$ cat src/rtl/counter_pkg.sv
// counter_pkg
//   Shared constants and helpers for the up/down modulo counter family.
//   - MODE_WRAP / MODE_SAT : values for the counter's SATURATE parameter
//   - clog2                : ceiling log2, used to size the prescaler register
package counter_pkg;

  localparam int MODE_WRAP = 0;
  localparam int MODE_SAT  = 1;

  // Ceiling log2; returns 0 for values of 0 or 1, so callers apply their own minimum.
  function automatic int clog2(input int value);
    int result;
    int remaining;
    result    = 0;
    remaining = value - 1;
    while (remaining > 0) begin
      result    = result + 1;
      remaining = remaining >> 1;
    end
    return result;
  endfunction

endpackage

$ cat src/rtl/counter_prescaler.sv
// counter_prescaler
//   Divides enabled cycles down to count-step cycles. Every PRESCALE-th enabled
//   cycle is flagged as a step cycle. The phase freezes while enable is low and
//   is discarded by reset or clear.
// Ports
//   clk     in  1  clock, all logic on posedge
//   reset   in  1  synchronous, active-high
//   clear   in  1  synchronous clear of the prescale phase (used on load)
//   enable  in  1  advance the prescaler this cycle
//   step    out 1  this cycle is a step cycle (combinational)
module counter_prescaler
  import counter_pkg::*;
#(
  parameter int PRESCALE = 1
) (
  input  logic clk,
  input  logic reset,
  input  logic clear,
  input  logic enable,
  output logic step
);

  localparam int PW_RAW = clog2(PRESCALE);
  localparam int PW     = (PW_RAW < 1) ? 1 : PW_RAW;
  localparam logic [PW-1:0] LAST = PW'(PRESCALE - 1);

  logic [PW-1:0] phase_q;
  logic [PW-1:0] phase_d;

  // With PRESCALE = 1, LAST is 0 so the phase never leaves 0 and step == enable.
  assign step = enable && (phase_q == LAST);

  always_comb begin
    phase_d = phase_q;
    if (clear) begin
      phase_d = '0;
    end else if (enable) begin
      if (phase_q == LAST) phase_d = '0;
      else                 phase_d = phase_q + PW'(1);
    end
  end

  always_ff @(posedge clk) begin
    if (reset) phase_q <= '0;
    else       phase_q <= phase_d;
  end

endmodule

$ cat src/rtl/counter_updown_mod.sv
// counter_updown_mod
//   Parametrised up/down modulo counter with parallel load, wrap or saturate at
//   the terminal value, a clock-enable prescaler and a registered terminal-count
//   pulse.
// Parameters
//   WIDTH     counter width in bits (>= 1)
//   MAX_VAL   highest count value, 1 .. 2**WIDTH-1
//   SATURATE  MODE_WRAP (0) wraps at the terminal, MODE_SAT (1) holds there
//   PRESCALE  enabled cycles per count step (>= 1)
// Ports
//   clk         in  1      clock, all logic on posedge
//   reset       in  1      synchronous, active-high
//   enable      in  1      count enable; prescaler and counter hold when low
//   up_dn       in  1      1 = count up, 0 = count down
//   load        in  1      parallel load strobe (ignores enable)
//   load_value  in  WIDTH  value to load, clamped to MAX_VAL
//   count       out WIDTH  registered count
//   tc          out 1      registered terminal-count pulse
//   at_max      out 1      count == MAX_VAL (combinational)
//   at_zero     out 1      count == 0 (combinational)
module counter_updown_mod
  import counter_pkg::*;
#(
  parameter int              WIDTH    = 16,
  parameter longint unsigned MAX_VAL  = (WIDTH >= 64) ? 64'hFFFF_FFFF_FFFF_FFFF
                                                       : ((64'd1 << WIDTH) - 64'd1),
  parameter int              SATURATE = MODE_WRAP,
  parameter int              PRESCALE = 1
) (
  input  logic             clk,
  input  logic             reset,
  input  logic             enable,
  input  logic             up_dn,
  input  logic             load,
  input  logic [WIDTH-1:0] load_value,
  output logic [WIDTH-1:0] count,
  output logic             tc,
  output logic             at_max,
  output logic             at_zero
);

  localparam longint unsigned MAX_LIMIT = (WIDTH >= 64) ? 64'hFFFF_FFFF_FFFF_FFFF
                                                         : ((64'd1 << WIDTH) - 64'd1);
  localparam logic [WIDTH-1:0] MAX_C = WIDTH'(MAX_VAL);
  localparam bit SAT = (SATURATE == MODE_SAT);

  // Reject parameter sets the counter cannot represent.
  generate
    if (WIDTH < 1) begin : g_bad_width
      $error("counter_updown_mod: WIDTH must be >= 1");
    end
    if (MAX_VAL == 0 || MAX_VAL > MAX_LIMIT) begin : g_bad_max
      $error("counter_updown_mod: MAX_VAL must be in 1 .. 2**WIDTH-1");
    end
    if (PRESCALE < 1) begin : g_bad_prescale
      $error("counter_updown_mod: PRESCALE must be >= 1");
    end
  endgenerate

  logic             step;
  logic [WIDTH-1:0] count_q;
  logic [WIDTH-1:0] count_d;
  logic             tc_q;
  logic             tc_d;

  // Load discards any partial prescale so counting restarts from a clean phase.
  counter_prescaler #(
    .PRESCALE (PRESCALE)
  ) u_prescaler (
    .clk    (clk),
    .reset  (reset),
    .clear  (load),
    .enable (enable),
    .step   (step)
  );

  // Next-state mux: load beats step beats hold. Wrap is by explicit compare with
  // MAX_C so it stays correct when MAX_VAL is below the natural overflow point.
  always_comb begin
    count_d = count_q;
    tc_d    = 1'b0;
    if (load) begin
      count_d = (load_value > MAX_C) ? MAX_C : load_value;
    end else if (step) begin
      if (up_dn) begin
        if (count_q == MAX_C) begin
          count_d = SAT ? MAX_C : '0;
          tc_d    = 1'b1;
        end else begin
          count_d = count_q + WIDTH'(1);
        end
      end else begin
        if (count_q == '0) begin
          count_d = SAT ? '0 : MAX_C;
          tc_d    = 1'b1;
        end else begin
          count_d = count_q - WIDTH'(1);
        end
      end
    end
  end

  always_ff @(posedge clk) begin
    if (reset) begin
      count_q <= '0;
      tc_q    <= 1'b0;
    end else begin
      count_q <= count_d;
      tc_q    <= tc_d;
    end
  end

  assign count   = count_q;
  assign tc      = tc_q;
  assign at_max  = (count_q == MAX_C);
  assign at_zero = (count_q == '0);

endmodule
$ cat config.mk
export PLATFORM = sky130hd
export DESIGN_NAME = counter_updown_mod
export DESIGN_NICKNAME = d
export VERILOG_FILES = /design/src/rtl/counter_pkg.sv /design/src/rtl/counter_prescaler.sv /design/src/rtl/counter_updown_mod.sv
export SDC_FILE = /design/constraint.sdc
export NUM_CORES = 1
export LEC_CHECK = 0
export ABC_CLOCK_PERIOD_IN_PS = 1820
export CAP_MARGIN = 25
export CORE_ASPECT_RATIO = 1.75
export CORE_MARGIN = 5
export CORE_UTILIZATION = 46
export CTS_BUF_LIST = sky130_fd_sc_hd__clkbuf_16
export DETAILED_ROUTE_END_ITERATION = 8
export PLACE_DENSITY = 0.83
export SLEW_MARGIN = 20
export SYNTH_ARGS = -nofsm -noshare
export SYNTH_HDL_FRONTEND = slang
export SYNTH_SLANG_ARGS = --single-unit
$ cat constraint.sdc
create_clock -name clk -period 1.82 [get_ports clk]
set_input_delay 0.364 -clock clk [delete_from_list [all_inputs] [get_ports clk]]
set_output_delay 0.364 -clock clk [all_outputs]
set_load 0.01 [all_outputs]
; Word-level counts from Yosys, hierarchy flattened
; Index checks and enable logic that the tools add are counted.
[word_totals]
ff_bits = 18
in_bits = 21
output_inout_bits = 19
[op_classes]
addsub = 3
order_cmp = 1
eq_ne = 1
mux = 10
n_bitwise = 2
reduce_logical = 5
[ops]
columns = operator, n
row1 = $mux 16, 6
row2 = $add 16x1->16 const B, 1
row3 = $eq 16x16->1 const B, 1
row4 = $gt 16x16->1 const B, 1
row5 = $logic_not 16->1, 1
row6 = $sub 16x1->16 const B, 1
row7 = $mux 1, 4
row8 = $reduce_or 3->1, 1
row9 = $not 1->1, 2
row10 = $reduce_bool 2->1, 1
row11 = $reduce_or 2->1, 1
row12 = $add 1x1->1 const B, 1
row13 = $logic_and 1x1->1, 1

; Logic depth before layout (Yosys ltp)
; Gate-level depths: netlist of run 1.
[logic_depth]
depth_word = 5
ltp_mapped = 8

; By module
; A second synthesis of run 1 with hierarchy kept.
[unflattened]
hier_cells = 247
hier_area_um2 = 1816.7
[by_module_without_submodules]
columns = mod, instances, cells_per_inst, area_per_inst_um2, seq_area_each_um2
row1 = counter_updown_mod, 1, 246, 1809.2, 340.3
row2 = counter_prescaler, 1, 1, 7.5, 0.0

; Least setup slack after synthesis of run 1
; OpenSTA, ideal clock, no wires.
[synth_path]
path_kind = reg2reg
startpoint = reg count_q[0] (netlist: count[0])
endpoint = reg count_q[3] (netlist: count[3])
t_arrival_ps = 1925
t_required_ps = 1685
setup_slack_ps = -241
path_stages_with_launch = 7
n_path_buf = 0
cell_sequence = dfxtp_1 ha_1 nand3_1 nor4_4 o21ai_1 a2111oi_0 nor3_1
[synth_via]
elab_chain_cells = 5
word_cells_on_any_way = 9
cone_classes = add/sub: 2 / eq/ne: 1 / mux: 5 / reduce/logical: 1
[synth_rtl]
columns = element, line
row1 = start: declaration, counter_updown_mod.sv:61  ; logic [WIDTH-1:0] count_q;
row2 = start signal: assignment, counter_updown_mod.sv:108  ; count_q <= count_d;
row3 = $eq 16x16->1, --
row4 = via at_max, counter_updown_mod.sv:38  ; output logic at_max,
row5 = $mux 16, counter_updown_mod.sv:86  ; if (count_q == MAX_C) begin
row6 = $mux 16, counter_updown_mod.sv:85  ; if (up_dn) begin
row7 = $mux 16, counter_updown_mod.sv:84  ; end else if (step) begin
row8 = $mux 16, counter_updown_mod.sv:82  ; if (load) begin
; The timed path passes the listed nets, and every way through them passes these cells. The select of a mux whose other input is x is not followed.
; A chain may end at the register's enable or synchronous reset.

; Final worst setup path of run 1
[layout_path]
startpoint = reg count_q[0] (netlist: count[0])
endpoint = reg count_q[15] (netlist: count[15])
[layout_via]
elab_chain_cells = 5
word_cells_on_any_way = 9
cone_classes = add/sub: 2 / eq/ne: 1 / mux: 5 / reduce/logical: 1
[layout_rtl]
columns = element, line
row1 = $sub 16x1->16 (tied with other cells), counter_updown_mod.sv:97  ; count_d = count_q - WIDTH'(1);
row2 = "$mux 16, on equally long branches", "counter_updown_mod.sv:93, counter_updown_mod.sv:86"
row3 = $mux 16 (*), counter_updown_mod.sv:85
row4 = $mux 16 (*), counter_updown_mod.sv:84
row5 = $mux 16 (*), counter_updown_mod.sv:82
; Mark *: on every way between the ends. The rest lies on a longest branch, timed or not. The select of a mux whose other input is x is not followed.

==> results_dict.tcl, run 1 <==
set metrics [dict create \
    run_status "finished with violations" \
    violations "setup timing" \
    cellPowerDensity_nw_per_um2 558 \
    dieWidth_um 56.1 \
    syn-cell-area_sq_um 1710 \
    grt_usage 0.300 \
    crit_chain "buf_6 -> or4_4 -> nor3_2 -> a31oi_1 -> o21ai_0 -> o211ai_1" \
    synth_edf_count 0 \
    fin_skew_ps 3.09 \
    area_delta_synth_final_pct 78.8 \
    hp-class "input port to flop" \
    setup_viol 10 \
    drt_iter0_markers 225 \
    p_leak_nw 1.23 \
    ys_ff_latch 17 \
    yosys.cell_count.top_type "nor2_1" \
    place_congestion 0.974 \
    crit_fanout 5 \
    die_y_um 90.8 \
    cp_data_arrival_time_ps 2060 \
    fin_ws_ps -113 \
    min_from "load_value[14]" \
    clock-sinks 17 \
    clk_pin_slew_ps 50 \
    core_area_sq_um 3630 \
    slowest_delay_ps 630 \
    cp_slowest_cell "or4_4" \
    yosysWarnings 0 \
    synthTopCellsByCount "28 x nor2_1, 20 x a21oi_1, 17 x dfxtp_1, 17 x nor3_1, 16 x nand2_1" \
    maxCapViolCount 0 \
    port-buffer-count 39 \
    antenna_found_initial 0 \
    cts_tree "done" \
    grt_max_degree 15 \
    overflow 0 \
    required_ps 1950 \
    synthCells 246 \
    final_max_slew_viol_count 0 \
    diodes 0 \
    first_global_vias 2388 \
    finish.utilization 0.845 \
    r2r_cells 6 \
    worstMarginPinSlew_ps 567 \
    clock-root-buffer "clkbuf_16" \
    grt_pass1_wl_um 12100 \
    holdWs_ps 652 \
    placed_cells 381 \
    rsz0062_at_grt "true" \
    yosysUniqueCellTypes 57 \
    vias 2576 \
    worstSetupStartpointType "flop" \
    holdPathEnd "count[14]" \
    fmax_mhz 517 \
    htreeDepth 1 \
    rr_startpoint "count[0]" \
    nets 372 \
    hold_depth 3 \
    end_kind "flop" \
    maxSlewHeadroom 0.621 \
    firstDrtPassIters 6 \
    layout-drive-gt1-share 0.429 \
    ant_nets 0 \
    period_needed_ps 1930 \
    final_cells 393 \
    r2r_slack_ps -110 \
    start_util 0.472 \
    ys_top_cells_by_area "dfxtp_1 20%, nor2_1 6.1%, a21oi_1 5.8%, nor3_1 5.0%, xnor2_1 3.6%" \
    syn_area_per_cell_sq_um 6.97 \
    post_drt_wl_per_cell_um 21.4 \
    core.rowCount 29 \
    die-area_sq_um 5100 \
    numCtsBuffers 3 \
    period_share 1.06 \
    seq_area_frac_synth 0.199 \
    dp_hpwl_um 5190 \
    clockBufferDepth 2 \
    finalPower_mw 1.71 \
    clk_latency_ps 250 \
    viasPerCell 6.55 \
    synth.largest_area_cell "dfxtp_1" \
    ios 40 \
    reg2reg_to "count[15]" \
    ys.flop_type "dfxtp_1" \
    netlist.area_leader.share 0.199 \
    wirelength_um 8410 \
    ir_drop_uv 511 \
    synthArstFlopShare 0 \
    remaining_drc_errors 0 \
    hold_viol 0 \
    synth.net_count 270 \
    critPathKind "flop to flop" \
]
layout make-up:
class | instances | area, sq um
multi-input combinational | 194 | 1480
clock inverter | 1 | 3.75
inverter | 11 | 41.3
tap | 46 | 57.6
clock buffer | 3 | 75.1
fill | 204 | 563
sequential | 17 | 362
timing repair buffer | 121 | 1040
routing by layer:
metal,global-route usage,up-vias,part of all wire
li1,-,1113,-
met1,0.330,1159,0.34
met2,0.510,227,0.48
met3,0.0515,77,0.094
met4,0.204,0,0.085
met5,0,-,0
through the flow:
stage,TNS (ps),instance area (sq um),setup slack [ps]
after detailed placement,-1550,2620,-184
after global routing,-1360,3070,-173
after floorplan,-42.1,1740,-42.1
final,-319,3070,-113
after global placement,-1300,2620,-162
after CTS,-194,2810,-56.6
worst max path at each step:
stage	cells after the start	slack, ps	from	end
floorplan	6	-40	count[6]	count[3]
global placement	7	-160	up_dn	count[3]
detailed placement	7	-180	up_dn	count[3]
CTS	8	-60	count[4]	count[15]
global route	6	-170	count[0]	count[15]
finish	6	-110	count[0]	count[15]
placed cells by master (no fill, tap or decap), types with 4 or more instances in the layout:
master,n
xor2_1,5
o21ai_0,5
buf_4,72
nor3_2,7
nor3_1,8
dfxtp_2,11
a211oi_2,4
nor2_1,26
nor4_1,4
inv_1,11
buf_6,11
dfxtp_1,4
nand4_1,7
o21ai_1,6
clkdlybuf4s50_1,36
a21oi_1,19
nor4_2,4
nand3_1,7
nand2_1,15
a31oi_1,5
xnor2_1,7
registers in the layout, summed over array words and instances (netlist names):
signal / count
count: 16
tc: 1
power by group:
group / internal [mW] / total (mW) / leakage [nW] / switching (mW)
Clock: 0.292 / 0.454 / 0.0423 / 0.162
Combinational: 0.400 / 0.805 / 1.05 / 0.405
Sequential: 0.406 / 0.452 / 0.145 / 0.0467
worst max-delay path: cells and delay by family, from the launching register on:
family	cells	cell delay, ps
compound gates	3	500
buf+inv	1	130
flops	1	320
simple gates	2	870
timing repair:
| item | CTS | global route |
|---|---|---|
| setup buffers | 2 | 6 |
| pin swaps | 7 | 19 |
| gates resized for setup | 35 | 50 |
| setup endpoints to repair | 14 | 19 |
| hold buffers | 0 | 0 |
cells by family after synthesis:
family | count (synthesis) | synth area share
AO/OA/AOI/OAI | 72 | 0.286
XOR/XNOR | 12 | 0.0613
adder cells (fa/ha/maj) | 3 | 0.0219
buffers and inverters | 35 | 0.0927
flip-flops | 17 | 0.199
multiplexers | 4 | 0.0255
AND/OR/NAND/NOR | 103 | 0.314
No activity file was read; power rests on OpenSTA's default activity.
==> inputs of run 2 (changes only) <==
- SKIP_CTS_REPAIR_TIMING: unset -> 1
==> run 2 against run 1 <==
The run still ends with setup timing left. First-iteration DRC count shrank 8.4%. Non-clock buffer count fell by 4. Clock skew decreased by 1.5 ps. Critical path depth increased by 1. Clock-buffer cell count unchanged. Sequential power fell by 0.9%. Critical endpoint is now count[9]. Worst hold slack worse by 5.9 ps. Fmax fell by 0.79%. Register-to-register slack worse by 20 ps.
==> results_dict.tcl, run 2 (synthesis gave the netlist of run 1 again) <==
set metrics [dict create \
    clk_pin_slew_ps 50 \
    remaining_drc_errors 0 \
    slowest_delay_ps 580 \
    grt_usage 0.271 \
    antenna_found_initial 0 \
    drt_iter0_markers 206 \
    p_leak_nw 1.21 \
    nets 368 \
    post_drt_wl_per_cell_um 19.7 \
    violations "setup timing" \
    clk_latency_ps 260 \
    layout_commonest_cell "buf_4" \
    ios 40 \
    fin_skew_ps 1.55 \
    final_max_slew_viol_count 0 \
    diodes 0 \
    place_congestion 0.974 \
    ant_nets 0 \
    required_ps 1960 \
    finalPower_mw 1.65 \
    cp_data_arrival_time_ps 2090 \
    fin_ws_ps -129 \
    grt_pass1_wl_um 11100 \
    r2r_slack_ps -130 \
    dp_hpwl_um 5190 \
    holdWs_ps 646 \
    area_delta_synth_final_pct 70.9 \
    placed_cells 381 \
    maxCapViolCount 0 \
    period_share 1.07 \
    wirelength_um 7650 \
    setup_viol 11 \
    layout-drive-gt1-share 0.373 \
    htreeDepth 1 \
    dieWidth_um 56.1 \
    first_global_vias 2308 \
    hold_depth 3 \
    vias 2449 \
    port-buffer-count 39 \
    final_cell_mix "75 x buf_4, 35 x clkdlybuf4s50_1, 28 x nor2_1" \
    critPathKind "flop to flop" \
    fmax_mhz 513 \
    crit_path_frequent_cell "buf_4" \
    critical_path.top_delay_family "simple AND/OR/NAND/NOR gates" \
    ir_drop_uv 487 \
    r2r_cells 7 \
    clock-root-buffer "clkbuf_16" \
    rsz0062_at_grt "true" \
    hp-class "input port to flop" \
    final_area_sq_um 2930 \
    end_kind "flop" \
    largest_register_ffs 16 \
    core.rowCount 29 \
    crit_cells 7 \
    crit_chain "buf_4 -> buf_4 -> or4_4 -> nor3_1 -> xor2_1 -> o21ai_0 -> o21ai_1" \
    firstDrtPassIters 6 \
    hold_viol 0 \
    dpl-instance-area_sq_um 2620 \
    clock-sinks 17 \
    die-area_sq_um 5100 \
    final_cells 389 \
    viasPerCell 6.30 \
    fillers 236 \
    pre_cts_slack_ps -184 \
    run_status "finished with violations" \
    core_area_sq_um 3630 \
    clockBufferDepth 2 \
    crit_fanout 8 \
    cts_tree "done" \
    cp_slowest_cell "or4_4" \
    worstSetupStartpointType "flop" \
    grt_max_degree 15 \
    crit_buf_inv 2 \
    overflow 0 \
    finish.utilization 0.808 \
    cellPowerDensity_nw_per_um2 562 \
    numCtsBuffers 3 \
    finalSetupTns_ps -611 \
    die_y_um 90.8 \
    start_util 0.472 \
    period_needed_ps 1950 \
    worstMarginPinSlew_ps 470 \
    maxSlewHeadroom 0.686 \
]
-- run 2: cell count changes in the layout (fill, tap and decap cells not counted), moves of 2 or more --
cell     change
dfxtp_4      -2
nor3_4       -2
dfxtp_1      +7
buf_6        -8
o41ai_2      -2
nor2_1       +2
dfxtp_2      -5
buf_4        +3
nor3_1       +2
-- run 2: worst paths after layout --
path             startpoint   endpoint
min          load_value[14]  count[14]
min reg2reg        count[5]   count[5]
max reg2reg        count[4]   count[9]
max                count[4]   count[9]
-- run 2: worst min-delay path, delay by kind of cell --
family / cells / cell delay (ps)
compound gates: 1 / 50
buf+inv: 1 / 400
simple gates: 1 / 50
-- run 2: layout make-up --
type                            count  area [sq um]  share of cell area
Sequential cell                    17           348               0.119
Inverter                           11          41.3              0.0141
Clock inverter                      1          3.75             0.00128
Multi-Input combinational cell    194          1420               0.485
Clock buffer                        3          75.1              0.0256
Timing Repair Buffer              117           982               0.335
Tap cell                           46          57.6              0.0196
-- run 2: metal layers --
layer | wire length (um) | share of wire | GRT usage | vias up
met2 | 3850 | 0.50 | 0.462 | 165
li1 | - | - | - | 1103
met3 | 583 | 0.076 | 0.0529 | 55
met5 | 0 | 0 | 0 | -
met4 | 520 | 0.068 | 0.186 | 0
met1 | 2690 | 0.35 | 0.292 | 1126
-- run 2: report_power, final --
part | switching (mW) | internal (mW) | total [mW]
registers | 0.0439 | 0.404 | 0.448
clock network | 0.164 | 0.293 | 0.456
logic | 0.368 | 0.374 | 0.742
